==> src/rtl/scan_link_arbiter_if.sv <==
// Bus between the two scanner stations, the arbiter and the transfer-center GPIO lines.
// req is a level per station, sampled only when the arbiter is idle. txReady/rxReady form the
// link handshake: a nibble moves only after the cycle where both are high, and then runs to the end.
interface scan_link_arbiter_if #(
  parameter int WIDTH = 4
);
  logic [1:0]       req;
  logic [WIDTH-1:0] data0;
  logic [WIDTH-1:0] data1;
  logic             rxReady;
  logic [1:0]       gnt;
  logic [1:0]       done;
  logic [1:0]       timeoutErr;
  logic             serData;
  logic             serClk;
  logic             txReady;
  logic             busy;
  logic [2:0]       state_dbg;

  modport slave (
    input  req, data0, data1, rxReady,
    output gnt, done, timeoutErr, serData, serClk, txReady, busy, state_dbg
  );

  modport master (
    output req, data0, data1, rxReady,
    input  gnt, done, timeoutErr, serData, serClk, txReady, busy, state_dbg
  );
endinterface

==> src/rtl/scan_link_arbiter.sv <==
// Round-robin arbiter that shares one serial GPIO link between two scanner stations and
// shifts the granted station's nibble out MSB-first with a self-generated strobe.
module scan_link_arbiter #(
  parameter int WIDTH   = 4,
  parameter int TIMEOUT = 16
) (
  input  logic               clk,
  input  logic               rst,
  scan_link_arbiter_if.slave bus
);
  localparam int CW = (WIDTH > 1) ? $clog2(WIDTH) : 1;

  typedef enum logic [2:0] {
    S_IDLE     = 3'd0,
    S_WAIT_RDY = 3'd1,
    S_SHIFT_LO = 3'd2,
    S_SHIFT_HI = 3'd3,
    S_DONE     = 3'd4
  } state_t;

  state_t           r_state;
  logic             r_last;
  logic             r_win;
  logic [7:0]       r_timer;
  logic [CW-1:0]    r_bit_cnt;
  logic [WIDTH-1:0] r_shift;
  logic [1:0]       r_gnt;
  logic [1:0]       r_done;
  logic [1:0]       r_timeout;
  logic             r_ser_data;
  logic             r_ser_clk;

  logic             w_win;
  logic [WIDTH-1:0] w_shift_next;

  // On a tie the station that was not served last wins; a lone request always wins.
  assign w_win        = (bus.req == 2'b11) ? ~r_last : bus.req[1];
  assign w_shift_next = r_shift << 1;

  always_ff @(posedge clk) begin
    if (!rst) begin
      r_state    <= S_IDLE;
      r_last     <= 1'b1;
      r_win      <= 1'b0;
      r_timer    <= '0;
      r_bit_cnt  <= '0;
      r_shift    <= '0;
      r_gnt      <= 2'b00;
      r_done     <= 2'b00;
      r_timeout  <= 2'b00;
      r_ser_data <= 1'b0;
      r_ser_clk  <= 1'b0;
    end else begin
      r_done    <= 2'b00;
      r_timeout <= 2'b00;
      case (r_state)
        S_IDLE: begin
          if (bus.req != 2'b00) begin
            r_win   <= w_win;
            r_last  <= w_win;
            r_shift <= w_win ? bus.data1 : bus.data0;
            r_gnt   <= w_win ? 2'b10 : 2'b01;
            r_timer <= '0;
            r_state <= S_WAIT_RDY;
          end
        end
        S_WAIT_RDY: begin
          // rxReady takes priority over an expiring timer on the same edge.
          if (bus.rxReady) begin
            r_bit_cnt  <= CW'(WIDTH - 1);
            r_ser_data <= r_shift[WIDTH-1];
            r_state    <= S_SHIFT_LO;
          end else if (r_timer == 8'(TIMEOUT - 1)) begin
            r_timeout <= r_win ? 2'b10 : 2'b01;
            r_gnt     <= 2'b00;
            r_state   <= S_IDLE;
          end else begin
            r_timer <= r_timer + 8'd1;
          end
        end
        S_SHIFT_LO: begin
          r_ser_clk <= 1'b1;
          r_state   <= S_SHIFT_HI;
        end
        S_SHIFT_HI: begin
          r_ser_clk <= 1'b0;
          if (r_bit_cnt == '0) begin
            r_ser_data <= 1'b0;
            r_gnt      <= 2'b00;
            r_done     <= r_win ? 2'b10 : 2'b01;
            r_state    <= S_DONE;
          end else begin
            r_shift    <= w_shift_next;
            r_bit_cnt  <= r_bit_cnt - CW'(1);
            r_ser_data <= w_shift_next[WIDTH-1];
            r_state    <= S_SHIFT_LO;
          end
        end
        S_DONE: begin
          r_state <= S_IDLE;
        end
        default: begin
          r_state <= S_IDLE;
        end
      endcase
    end
  end

  assign bus.gnt        = r_gnt;
  assign bus.done       = r_done;
  assign bus.timeoutErr = r_timeout;
  assign bus.serData    = r_ser_data;
  assign bus.serClk     = r_ser_clk;
  assign bus.txReady    = (r_state == S_WAIT_RDY) || (r_state == S_SHIFT_LO) ||
                          (r_state == S_SHIFT_HI);
  assign bus.busy       = (r_state != S_IDLE);
  assign bus.state_dbg  = r_state;
endmodule
==> src/flat_wrapper.sv <==
// flat-port wrapper written by rule: the top's interface ports become plain ports
module scan_link_arbiter_flat 
#(
  parameter int WIDTH   = 4,
  parameter int TIMEOUT = 16
)
  (clk, rst, bus_req, bus_data0, bus_data1, bus_rxReady, bus_gnt, bus_done, bus_timeoutErr, bus_serData, bus_serClk, bus_txReady, bus_busy, bus_state_dbg);
  scan_link_arbiter_if #(.WIDTH(WIDTH)) bus_i ();
  input  logic clk;
  input  logic rst;
  input wire logic [$bits(bus_i.req)-1:0] bus_req;
  input wire logic [$bits(bus_i.data0)-1:0] bus_data0;
  input wire logic [$bits(bus_i.data1)-1:0] bus_data1;
  input wire logic [$bits(bus_i.rxReady)-1:0] bus_rxReady;
  output wire logic [$bits(bus_i.gnt)-1:0] bus_gnt;
  output wire logic [$bits(bus_i.done)-1:0] bus_done;
  output wire logic [$bits(bus_i.timeoutErr)-1:0] bus_timeoutErr;
  output wire logic [$bits(bus_i.serData)-1:0] bus_serData;
  output wire logic [$bits(bus_i.serClk)-1:0] bus_serClk;
  output wire logic [$bits(bus_i.txReady)-1:0] bus_txReady;
  output wire logic [$bits(bus_i.busy)-1:0] bus_busy;
  output wire logic [$bits(bus_i.state_dbg)-1:0] bus_state_dbg;
  assign bus_i.req = bus_req;
  assign bus_i.data0 = bus_data0;
  assign bus_i.data1 = bus_data1;
  assign bus_i.rxReady = bus_rxReady;
  assign bus_gnt = bus_i.gnt;
  assign bus_done = bus_i.done;
  assign bus_timeoutErr = bus_i.timeoutErr;
  assign bus_serData = bus_i.serData;
  assign bus_serClk = bus_i.serClk;
  assign bus_txReady = bus_i.txReady;
  assign bus_busy = bus_i.busy;
  assign bus_state_dbg = bus_i.state_dbg;
  scan_link_arbiter #(.WIDTH(WIDTH), .TIMEOUT(TIMEOUT)) u_core (.clk(clk), .rst(rst), .bus(bus_i));
endmodule
==> config.mk <==
export PLATFORM = sky130hd
export DESIGN_NAME = scan_link_arbiter_flat
export DESIGN_NICKNAME = d
export VERILOG_FILES = /design/src/rtl/scan_link_arbiter_if.sv /design/src/rtl/scan_link_arbiter.sv /design/src/flat_wrapper.sv
export SDC_FILE = /design/constraint.sdc
export NUM_CORES = 1
export LEC_CHECK = 0
export BUFFER_PORTS_ARGS = -buffer_cell sky130_fd_sc_hd__clkbuf_2
export CELL_PAD_IN_SITES_DETAIL_PLACEMENT = 1
export CELL_PAD_IN_SITES_GLOBAL_PLACEMENT = 1
export CORE_UTILIZATION = 24
export DETAILED_ROUTE_END_ITERATION = 8
export PLACE_DENSITY_LB_ADDON = 0.1
export RECOVER_POWER = 25
export SETUP_SLACK_MARGIN = 0.1
export SYNTH_ARGS = -nofsm -noshare
export SYNTH_HDL_FRONTEND = slang
export SYNTH_SLANG_ARGS = --single-unit
==> constraint.sdc <==
create_clock -name clk -period 2.4 [get_ports clk]
set_input_delay 0.48 -clock clk [delete_from_list [all_inputs] [get_ports clk]]
set_output_delay 0.48 -clock clk [all_outputs]
set_load 0.005 [all_outputs]
==> flow_summary.toml <==
[finish]
syn2layout_area_growth_pct = 17.3
layout.nets = 205
multi_input_combinational_cell_area_um2 = 781
insertedDiodeCount = 0
sequential_cell_area_um2 = 541
fraction_of_layout_cells_with_a_size_suffix_above_1_pct = 16.9
n_fill_cell = 693

[logic_synthesis]
synthFlopType = "sky130_fd_sc_hd__dfxtp_1"
synth_cell_types = 45
ys_async_sr_fraction_pct = 0
post_synth_most_frequent_cells = "27 x sky130_fd_sc_hd__dfxtp_1, 14 x sky130_fd_sc_hd__a21oi_1, 13 x sky130_fd_sc_hd__o21ai_0, 12 x sky130_fd_sc_hd__nand2_1, 11 x sky130_fd_sc_hd__nor2_1"
synth_seq_area_share_pct = 39.0
synth.avg_cell_area_um2 = 8.40
count_of_flip_flops_with_a_built_in_enable_after_synthesis = 0
synth_top_area_share_pct = 39.0
synthCells = 165
yosys_reg_bits = 27
synth.cell_area_mm2 = 0.00139
synth.yosys.warnings = 0
syn-num-nets = 180
yosys.area.top_type = "sky130_fd_sc_hd__dfxtp_1"
synthMostInstantiatedCell = "sky130_fd_sc_hd__dfxtp_1"
synth_area_leaders = "sky130_fd_sc_hd__dfxtp_1 39%, sky130_fd_sc_hd__a21oi_1 5.1%, sky130_fd_sc_hd__o21ai_0 4.7%"

[cts]
worst_setup_hold_path_clk_slew_ns = 0.10
holdBufCountCts = 0
cts_root_buf = "sky130_fd_sc_hd__clkbuf_8"
postCtsResizedCells = 0
cts_setup_buffers = 0
cts_max_level = 1
clock_tree_from_tritoncts = "built"
cts-buffers-inserted = 3
clkLatencyLatePin_ns = 0.28
cts-root-to-sink-buffers = 2
number_of_clock_sinks = 27

[run]
max_cap_violations = 0

[detailed_routing]
drt-wirelength-per-cell_um = 15.8
detail_route.drc_violations = 0
routed_wl_um = 4120
via_count = 1335
detail_route.vias_per_cell = 5.11
first_pass_detailed_route_iteration_total = 4
drt_initial_violations = 92
detail-route-antenna-nets = 0

[global_route]
grt_start_max_net_pins = 19
global_route.overflow_total = 0
grt_pass1_vias = 1400
initial_antenna_violation_count = 0
global_route_wire_length_before_repair_um = 7040
global_route.usage.total_pct = 14.8

[floorplanning]
die_area_mm2 = 0.00608
floorplan.initialDensity_pct = 25.0
core_area_mm2 = 0.00554
top_level_ports = 26
die-height_um = 78
die_x_um = 78
placement_rows = 27

[worst_setup_path]
timing_worst_setup_path_type = "reg -> reg"
worstSetupStartpointType = "flip-flop"
timing.critical_path.fanout_max = 17
worst_setup_path_end_kind = "flip-flop"
crit_path_cell_trace = "nor4b_4 -> a21oi_2 -> or4_1 -> a31oi_1"
crit_required_ns = 2.61
worst_path_max_delay_cell = "sky130_fd_sc_hd__dfxtp_1"
r2r_setup_slack_ns = 0.34
cp.arrival_ns = 2.27
worst_path_largest_cell_delay_ns = 0.70

[placement]
numPortBuffers = 25
routabilityCongestion = 0.732
hpwl_um = 3020

[sta]
finalHoldViolCount = 0
final-setup-viol-count = 0
timing.final.max_slew_violations = 0
hold_slack_ns = 0.471
maxSlewHeadroom_pct = 60.5
final_min_period_over_clock_period_pct = 85.8
fmax_mhz = 485
setup_tns_ns = 0
finalWorstPathRequiredPeriod_ns = 2.06
setup_repair_after_global_routing_missed_its_margin = "false"
fin_skew_ns = 0.00735
slew_at_the_pin_closest_to_its_max_slew_limit_ns = 0.592

[pwr]
power.share.sequential_pct = 52.2
leakage_nw = 0.586
power_internal_uw = 665
power.net_switching_uw = 292
vdd_drop_max_v = 0.000214
pwr-share-clk_pct = 28.8
p_comb_share_pct = 19.1
p_sw_share_pct = 30.5
power.density_cell_area_mw_per_mm2 = 589

[hold_path]
hp-class = "reg -> reg"

[outcome]
status = "finished, final reports clean"
power groups by stage:
stage	sequential (mW)	clock, mW	combinational, mW
finish	0.499	0.276	0.182
global route	0.505	0.317	0.206
CTS	0.500	0.286	0.186
detailed placement	0.510	0	0.185
global placement	0.508	0	0.182
floorplan	0.498	0	0.123
registers in the layout, summed over array words and instances, names as in the netlist:
signal and cells:
u_core.bus.done 2, u_core.bus.gnt 2, u_core.bus.serClk 1, u_core.bus.serData 1, u_core.bus.state_dbg 3, u_core.bus.timeoutErr 2, u_core.r_bit_cnt 2, u_core.r_last 1
u_core.r_shift 4, u_core.r_timer 8, u_core.r_win 1
kinds of logic (layout without fill, tap and decap cells):
kind of cell    after synthesis  after routing  share of synthesized area [%]
simple gates                 60             60                           25.1
compound gates               54             54                           25.5
flops                        27             27                           39.0
buf+inv                      17             41                           4.69
mux                           5              5                           3.97
fa+ha+maj                     2              2                           1.80
metal layers:
metal	routed length, um	vias to the layer above	global-route usage, %
met5	0	-	0
met4	40	0	4.44
met3	125	4	2.35
met2	1750	24	22.3
met1	2210	648	21.5
li1	-	659	-
final timing paths:
path | cells after the start | from | to
worst max register to register | 4 | u_core.bus.state_dbg[0] | u_core.r_timer[2]
worst min register to register | 2 | u_core.r_shift[3] | u_core.bus.serData
worst min-delay path | 2 | u_core.r_shift[3] | u_core.bus.serData
worst max-delay path | 4 | u_core.bus.state_dbg[0] | u_core.r_timer[2]
critical path, delay by kind of cell, from the launching register on:
kind	cells	cell delay [ns]
compound gates	2	0.32
simple gates	2	0.97
flops	1	0.70
stage by stage:
step | utilization [%] | cell area [um2] | power (mW) | setup slack, ns | std cells
6_report | 29.4 | 1630 | 0.958 | 0.340 | 261
5_1_grt | 29.4 | 1630 | 1.03 | 0.112 | 261
4_1_cts | 29.5 | 1640 | 0.971 | 0.313 | 261
3_5_place_dp | 28.7 | 1590 | 0.695 | 0.348 | 257
3_3_place_gp | 28.7 | 1590 | 0.690 | 0.438 | 257
2_1_floorplan | - | 1390 | 0.621 | 0.693 | 165
cell usage in the layout, fill, tap and decap left out, drive strengths merged, types with 3 or more instances in the layout:
| cell | count |
|---|---|
| a211oi | 4 |
| a21boi | 3 |
| a21oi | 15 |
| a311oi | 3 |
| and3 | 5 |
| clkbuf | 28 |
| dfxtp | 27 |
| inv | 9 |
| mux2 | 4 |
| nand2 | 12 |
| nand2b | 6 |
| nand3 | 4 |
| nand3b | 3 |
| nand4 | 4 |
| nor2 | 11 |
| o2111ai | 3 |
| o211ai | 3 |
| o21ai | 14 |
| or4 | 3 |
area by class of cell:
class | instances | share of cell area [%]
inverters | 10 | 2.31
clock inverters | 1 | 0.308
clock buffers | 3 | 2.54
well taps | 72 | 5.54
repair buffers | 27 | 8.08
flip-flops and latches | 27 | 33.2
multi-input cells | 121 | 48.0
Power figures use the tool's default switching activity.
